<file path="src/rtl/riscuin_fetch_unit.sv">
// riscuin_fetch_unit: instruction-fetch front end for RISCuinho.
// Issues word-addressed req/gnt requests, buffers in-order responses in a
// small FIFO and presents them to the decoder through a valid/ready handshake.
// Redirects flush the buffer and drop responses that are still in flight.
module riscuin_fetch_unit #(
  parameter int unsigned                   INSTR_ADDR_WIDTH = 10,
  parameter logic [INSTR_ADDR_WIDTH-1:0]   RESET_PC         = '0,
  parameter int unsigned                   FIFO_DEPTH       = 4
) (
  input  logic                        clk,
  input  logic                        rst,
  input  logic                        en,
  output logic                        imem_req,
  output logic [INSTR_ADDR_WIDTH-1:0] imem_addr,
  input  logic                        imem_gnt,
  input  logic                        imem_rvalid,
  input  logic [31:0]                 imem_rdata,
  input  logic                        redirect,
  input  logic [INSTR_ADDR_WIDTH-1:0] redirect_pc,
  output logic                        instr_valid,
  input  logic                        instr_ready,
  output logic [31:0]                 instr,
  output logic [INSTR_ADDR_WIDTH-1:0] instr_pc,
  output logic [INSTR_ADDR_WIDTH-1:0] instr_pc_plus,
  output logic                        pc_end
);

  localparam int unsigned IAW = INSTR_ADDR_WIDTH;
  localparam int unsigned PW  = $clog2(FIFO_DEPTH);
  localparam int unsigned CW  = PW + 1;
  localparam logic [31:0] NOP = 32'h0000_0013;

  typedef enum logic [1:0] {IDLE, FETCH, HALT} state_t;

  state_t         state, state_next;
  logic [IAW-1:0] fetch_pc;
  logic [IAW-1:0] resp_pc;
  logic [CW-1:0]  count, outstanding, discard;
  logic [CW-1:0]  outstanding_next;
  logic [CW:0]    credit_used;
  logic [PW-1:0]  rd_ptr, wr_ptr;
  logic           grant, resp, drop, push, pop, last_grant;

  logic [31:0]    fifo_instr [FIFO_DEPTH];
  logic [IAW-1:0] fifo_pc    [FIFO_DEPTH];

  assign imem_addr     = fetch_pc;
  assign instr_valid   = (count != '0);
  assign instr         = instr_valid ? fifo_instr[rd_ptr] : NOP;
  assign instr_pc      = instr_valid ? fifo_pc[rd_ptr] : '0;
  assign instr_pc_plus = instr_pc + IAW'(1);

  // Request issue under credit, response classification and FIFO strobes.
  always_comb begin
    credit_used      = {1'b0, count} + {1'b0, outstanding};
    imem_req         = (state == FETCH) & en & ~redirect &
                       (credit_used < (CW+1)'(FIFO_DEPTH));
    grant            = imem_req & imem_gnt;
    resp             = imem_rvalid & (outstanding != '0);
    drop             = resp & (discard != '0);
    push             = resp & ~drop & ~redirect;
    pop              = instr_valid & instr_ready & ~redirect;
    last_grant       = grant & (fetch_pc == '1);
    outstanding_next = outstanding + CW'(grant) - CW'(resp);
  end

  // Next-state logic; a redirect restarts fetching from any state.
  always_comb begin
    state_next = state;
    if (redirect) begin
      state_next = FETCH;
    end else begin
      case (state)
        IDLE:    if (en) state_next = FETCH;
        FETCH:   if (last_grant) state_next = HALT;
        default: state_next = state;
      endcase
    end
  end

  // Control state: PC, credit counters, FIFO pointers and end-of-memory flag.
  always_ff @(posedge clk or negedge rst) begin
    if (!rst) begin
      state       <= IDLE;
      fetch_pc    <= RESET_PC;
      resp_pc     <= RESET_PC;
      count       <= '0;
      outstanding <= '0;
      discard     <= '0;
      rd_ptr      <= '0;
      wr_ptr      <= '0;
      pc_end      <= 1'b0;
    end else begin
      state       <= state_next;
      outstanding <= outstanding_next;
      if (redirect) begin
        // Everything still in flight after this edge belongs to the old
        // stream, so the discard budget is simply the post-edge outstanding
        // count; a response arriving this cycle is covered by the flush.
        fetch_pc <= redirect_pc;
        resp_pc  <= redirect_pc;
        discard  <= outstanding_next;
        count    <= '0;
        rd_ptr   <= '0;
        wr_ptr   <= '0;
        pc_end   <= 1'b0;
      end else begin
        if (grant)      fetch_pc <= fetch_pc + IAW'(1);
        if (last_grant) pc_end   <= 1'b1;
        if (drop)       discard  <= discard - CW'(1);
        if (push) begin
          resp_pc <= resp_pc + IAW'(1);
          wr_ptr  <= wr_ptr + PW'(1);
        end
        if (pop) rd_ptr <= rd_ptr + PW'(1);
        count <= count + CW'(push) - CW'(pop);
      end
    end
  end

  // FIFO storage; each entry carries the word address it was fetched from.
  always_ff @(posedge clk) begin
    if (push) begin
      fifo_instr[wr_ptr] <= imem_rdata;
      fifo_pc[wr_ptr]    <= resp_pc;
    end
  end

endmodule
</file>
<file path="config.mk">
export PLATFORM = sky130hd
export DESIGN_NAME = riscuin_fetch_unit
export DESIGN_NICKNAME = d
export VERILOG_FILES = /design/src/rtl/riscuin_fetch_unit.sv
export SDC_FILE = /design/constraint.sdc
export NUM_CORES = 1
export LEC_CHECK = 0
export CORE_MARGIN = 4
export CORE_UTILIZATION = 36
export DETAILED_ROUTE_END_ITERATION = 6
export HOLD_SLACK_MARGIN = 0.03
export PLACE_DENSITY_LB_ADDON = 0.1
export SKIP_LAST_GASP = 1
export SYNTH_ARGS = -nofsm -noshare
export SYNTH_HDL_FRONTEND = slang
export SYNTH_SLANG_ARGS = --single-unit
</file>
<file path="constraint.sdc">
create_clock -name clk -period 7.76 [get_ports clk]
set_input_delay 1.552 -clock clk [delete_from_list [all_inputs] [get_ports clk]]
set_output_delay 1.552 -clock clk [all_outputs]
set_load 0.1 [all_outputs]
</file>
# Word level (Yosys, flattened, before mapping)
# Memory sizes are Yosys's and may differ from the RTL's.
# Index checks and enable logic that the tools add are counted.
# Widths: inputs -> output; s select.
dict set report word_totals {
  regBits 36
  latch_bits 0
  ramBits 168
  rom_bits 0
  out_inout_bits 65
  word_cells 72
  mem_count 2
}
dict set report op_classes {
  addsub 11
  mul 0
  div_mod_pow 0
  order_cmp 1
  eq_ne 4
  n_shift 0
  muxes 21
  bitwise 13
  reduce_logical 11
}
# memory words word_bits rd rd_ports_with_merged_regs wr line_no
set memory_table {}
lappend memory_table {fifo_instr 4 32 1 0 1 44} ;# logic [31:0] fifo_instr [FIFO_DEPTH];
lappend memory_table {fifo_pc 4 10 1 0 1 45} ;# logic [IAW-1:0] fifo_pc [FIFO_DEPTH];
# operator n
set ops {}
lappend ops {{$mux 10} 5}
lappend ops {{$mux 32} 1}
lappend ops {{$add 10x1->10 const B} 3}
lappend ops {{$mux 2} 7}
lappend ops {{$reduce_bool 3->1} 4}
lappend ops {{$and 1x1->1} 11}
lappend ops {{$eq 10x10->1 const B} 1}
lappend ops {{$reduce_bool 2->1} 5}
lappend ops {{$mux 3} 3}
lappend ops {{$add 3x1->3} 2}
lappend ops {{$ne 3x3->1 const B} 2}
lappend ops {{$sub 3x1->3} 2}
lappend ops {{$add 2x1->2 const B} 2}
lappend ops {{$add 3x3->4} 1}
lappend ops {{$lt 4x3->1 const B} 1}
lappend ops {{$mux 1} 4}
lappend ops {{$pmux 2 s2} 1}
lappend ops {{$reduce_and 3->1} 1}
lappend ops {{$sub 3x1->3 const B} 1}
lappend ops {{$eq 2x1->1 const B} 1}
lappend ops {{$logic_not 2->1} 1}
lappend ops {{$not 1->1} 2}

# Depth between registers and ports, before layout
dict set report logic_depth {
  word_depth 9
  ltp_mapped 15
  ltp_nobuf 13
}

# Worst setup path after synthesis
# OpenSTA, ideal clock, no wires.
dict set report synth_path {
  path_type {flip-flop to output port}
  from {reg count[1]}
  to {out instr_pc_plus[4]}
  arrival_time_ps 4345
  required_ps 6208
  setup_slack_ps 1863
  stages_incl_launch_ff 9
  n_path_buf 1
  cell_sequence {dfrtp_1 nor3_2 clkinv_1 clkbuf_1 and2_1 ha_1 nand3_1 xor2_1 nor2_1}
}
dict set report synth_between {
  elab_chain_len 3
}
# element line_no
set synth_rtl {}
lappend synth_rtl {{from (decl)} 38} ;# logic [CW-1:0] count, outstanding, discard;
lappend synth_rtl {{from (signal assigned)} 116} ;# count <= count + CW'(push) - CW'(pop);
lappend synth_rtl {{$reduce_bool 3->1} 48} ;# assign instr_valid = (count != '0);
lappend synth_rtl {{net instr_valid} 20} ;# output logic instr_valid,
lappend synth_rtl {{$mux 10} 50} ;# assign instr_pc = instr_valid ? fifo_pc[rd_ptr] : '0;
lappend synth_rtl {{net instr_pc[1]} 23} ;# output logic [INSTR_ADDR_WIDTH-1:0] instr_pc,
lappend synth_rtl {{$add 10x1->10} 51} ;# assign instr_pc_plus = instr_pc + IAW'(1);
lappend synth_rtl {{to (decl)} 24} ;# output logic [INSTR_ADDR_WIDTH-1:0] instr_pc_plus,
# The timed path passes the listed nets, and every way through them passes these cells.

# Worst setup path in the final report
dict set report layout_path {
  from {reg rd_ptr[0]}
  to {out instr_pc_plus[4]}
}
dict set report layout_between {
  elab_chain_len 3
}
# element line_no
set layout_rtl {}
lappend layout_rtl {{from (decl)} 41} ;# logic [PW-1:0] rd_ptr, wr_ptr;
lappend layout_rtl {{from (signal assigned)} 115} ;# if (pop) rd_ptr <= rd_ptr + PW'(1);
lappend layout_rtl {{$mem_v2 4x10} -}
lappend layout_rtl {{$mux 10} 50}
lappend layout_rtl {{$add 10x1->10} 51}
# No other way between the ends.

==> flow_metrics.py <==
metrics = {
    "final_layout": {
        "drive_above_1_share_pct": 15.3,
        "fin_nets": 703,
        "finalNonFillerCells": 971,
        "fin_area_um2": 10800,
        "syn_to_final_growth_pct": 25.1,
        "post-route-util_pct": 45.9,
        "diodes": 0,
    },
    "power_and_ir_drop": {
        "seqPwrFrac_pct": 32.2,
        "power.density_nw_per_um2": 400,
        "netSwitchingFraction_pct": 45.0,
        "power_frac_comb_pct": 45.3,
        "p_leak_nw": 3.62,
        "intPower_mw": 2.37,
        "clockPowerShare_pct": 22.6,
        "worst_ir_drop_vdd_mv": 0.268,
        "power.switching_mw": 1.94,
    },
    "die": {
        "die_h_um": 163,
        "rows": 56,
        "pin_count": 114,
        "die-area_um2": 26400,
        "core_area_um2": 23500,
        "initial_core_util_pct": 36.7,
        "dieWidth_um": 163,
    },
    "global_route": {
        "antenna_found_initial": 0,
        "grt_pass1_wl_um": 29200,
        "grt_start_max_net_pins": 45,
        "grtUsageTotal_pct": 14.1,
        "overflow": 0,
        "grt_pass1_vias": 5246,
    },
    "yosys": {
        "synthCells": 511,
        "ys_async_sr_fraction_pct": 17.6,
        "ys_ff_latch": 204,
        "ys_warn_count": 0,
        "synth_ff_type": "edfxtp_1",
        "synth_edf_count": 168,
        "syn_nets": 577,
        "netlist.area_leader.share_pct": 58.6,
        "post-synth-top-count-cell": "edfxtp_1",
        "synth_common_cells": "edfxtp_1, and2_1, mux4_2",
        "synthTopCellsByArea": "edfxtp_1, mux4_2, dfrtp_1",
        "syn_area_per_cell_um2": 16.8,
        "synth_area_leader_cell": "edfxtp_1",
        "yosysSeqAreaShare_pct": 69.1,
        "syn_area_um2": 8610,
        "synth_cell_types": 47,
    },
    "hold_path": {
        "hp-class": "reg2reg",
    },
    "detailed_routing": {
        "drt-pass1-iter-count": 4,
        "drt_iter0_drc": 234,
        "ant_nets": 0,
        "vias": 4805,
        "post-route-drc-count": 0,
        "routed_wl_um": 18600,
        "viasPerCell": 4.95,
        "wl_per_cell_um": 19.1,
    },
    "worst_setup_path": {
        "path_max_fanout": 44,
        "cp-start-kind": "register",
        "end_kind": "output pin",
        "worstPathArrival_ns": 4.21,
        "worstPathRequired_ns": 6.21,
        "path_class": "reg2out",
    },
    "sta": {
        "rsz0062_at_grt": "no",
        "hold_slack_ns": 0.521,
        "worstMarginPinSlew_ns": 1.04,
        "hold_viol": 0,
        "timing.final.crit_share_pct": 74.2,
        "slew_violations": 0,
        "fin_skew_ns": 0.00939,
        "fmax_ghz": 0.174,
        "period_minus_slack_ns": 5.76,
        "setup-violations-final": 0,
        "relSlewSlack_pct": 30.1,
        "setup_tns_ns": 0,
    },
    "placed_design": {
        "gp_congestion": 0.836,
        "dp_cells": 931,
        "port_buffers": 113,
        "placed_area_um2": 10100,
        "dp_hpwl_um": 11700,
    },
    "run_status": {
        "outcome": "complete, no violations",
    },
    "clock_network": {
        "cts_tree": "built",
        "cts_buffer_depth": 3,
        "cts_hold_buf": 0,
        "htree_levels": 1,
        "cts_setup_buffers": 0,
        "cts_sinks": 204,
        "cts_made_buffers": 23,
        "cts-root-buf": "clkbuf_16",
        "cts_resized": 0,
        "clk_latency_ns": 0.49,
        "path_clk_slew_ns": 0.06,
    },
    "job": {
        "maxCapViolations": 0,
    },
}
layout by cell type (no fill, tap or decap), drive strengths merged, types with 4 or more instances in the layout:
master / synthesis / final
a21oi: 6 / 6
a31oi: 6 / 6
and2: 43 / 43
and3: 4 / 4
buf: 11 / 9
clkbuf: 10 / 24
clkdlybuf4s50: 0 / 113
clkinv: 1 / 14
dfrtp: 36 / 36
edfxtp: 168 / 168
ha: 15 / 15
inv: 22 / 22
mux2i: 6 / 6
mux4: 42 / 42
nand2: 18 / 18
nand3: 16 / 16
nand4: 7 / 7
nor2: 21 / 21
nor3: 8 / 8
nor4: 5 / 5
o21ai: 13 / 13
or2: 4 / 4
or3: 5 / 5
xnor2: 11 / 11
xor2: 10 / 10
worst max-delay path, cell delays in order, from the launching register on:
cell	delay [ns]
dfrtp_4	1.02
mux4_2	0.64
and2_1	0.21
ha_1	0.28
nand3_1	0.11
xor2_1	0.07
nor2_1	0.17
clkdlybuf4s50_1	1.17
final cells by class:
cell class / instances / area (µm²)
Sequential cell: 204 / 5950
Fill cell: 2066 / 12700
Inverter: 23 / 88.8
Timing Repair Buffer: 122 / 1200
Multi-Input combinational cell: 263 / 2450
Tap cell: 319 / 399
Clock inverter: 16 / 100
Clock buffer: 24 / 579
sequential cells by signal, summed over array words and instances (netlist names), 2 cells and up:
| signal | flops |
|---|---|
| count | 3 |
| rd_ptr | 2 |
| wr_ptr | 2 |
| imem_addr | 10 |
| outstanding | 3 |
| resp_pc | 10 |
| fifo_instr | 128 |
| state | 2 |
| discard | 3 |
| fifo_pc | 40 |
kinds of logic after synthesis:
| group | Yosys count | synth area share, % |
|---|---|---|
| buffers and inverters | 44 | 2.49 |
| muxes | 48 | 11.7 |
| and+or+nand+nor | 140 | 9.07 |
| adders and majority gates | 17 | 2.65 |
| xor gates and xnor gates | 21 | 2.14 |
| AOI/OAI and AO/OA | 37 | 2.88 |
| DFF | 204 | 69.1 |
metal layers:
| metal | share of wire (%) | global-route usage [%] | wire length (µm) |
|---|---|---|---|
| met4 | 1.6 | 3.43 | 305 |
| met1 | 45 | 18.7 | 8370 |
| met2 | 49 | 24.4 | 9060 |
| met5 | 0 | 0 | 0 |
| met3 | 4.5 | 2.33 | 829 |
through the flow:
step | total power [mW] | worst slack, ns
2_1_floorplan | 2.91 | 1.86
3_3_place_gp | 3.38 | 2.46
3_5_place_dp | 3.39 | 2.43
4_1_cts | 4.38 | 1.89
5_1_grt | 4.51 | 1.73
6_report | 4.31 | 2.00
power groups by stage:
stage                     Combinational, mW  Clock (mW)  Sequential [mW]
after CTS                              1.98        1.01             1.40
after global routing                   2.05        1.05             1.41
after floorplan                        1.54           0             1.38
after global placement                 1.97           0             1.41
after detailed placement               1.97           0             1.42
final                                  1.95       0.974             1.39
final timing paths:
path	startpoint	slack [ns]	depth (start not counted)	endpoint
max in group asynchronous	rst	5.89	2	rd_ptr[0]
min in group asynchronous	rst	1.48	2	imem_addr[2]
worst min register to register	state[0]	0.52	1	state[0]
worst max-delay path	rd_ptr[0]	2.00	7	instr_pc_plus[4]
worst max register to register	outstanding[1]	4.52	13	discard[2]
worst min-delay path	state[0]	0.52	1	state[0]
Note: power is estimated with default switching activity, not from simulation.
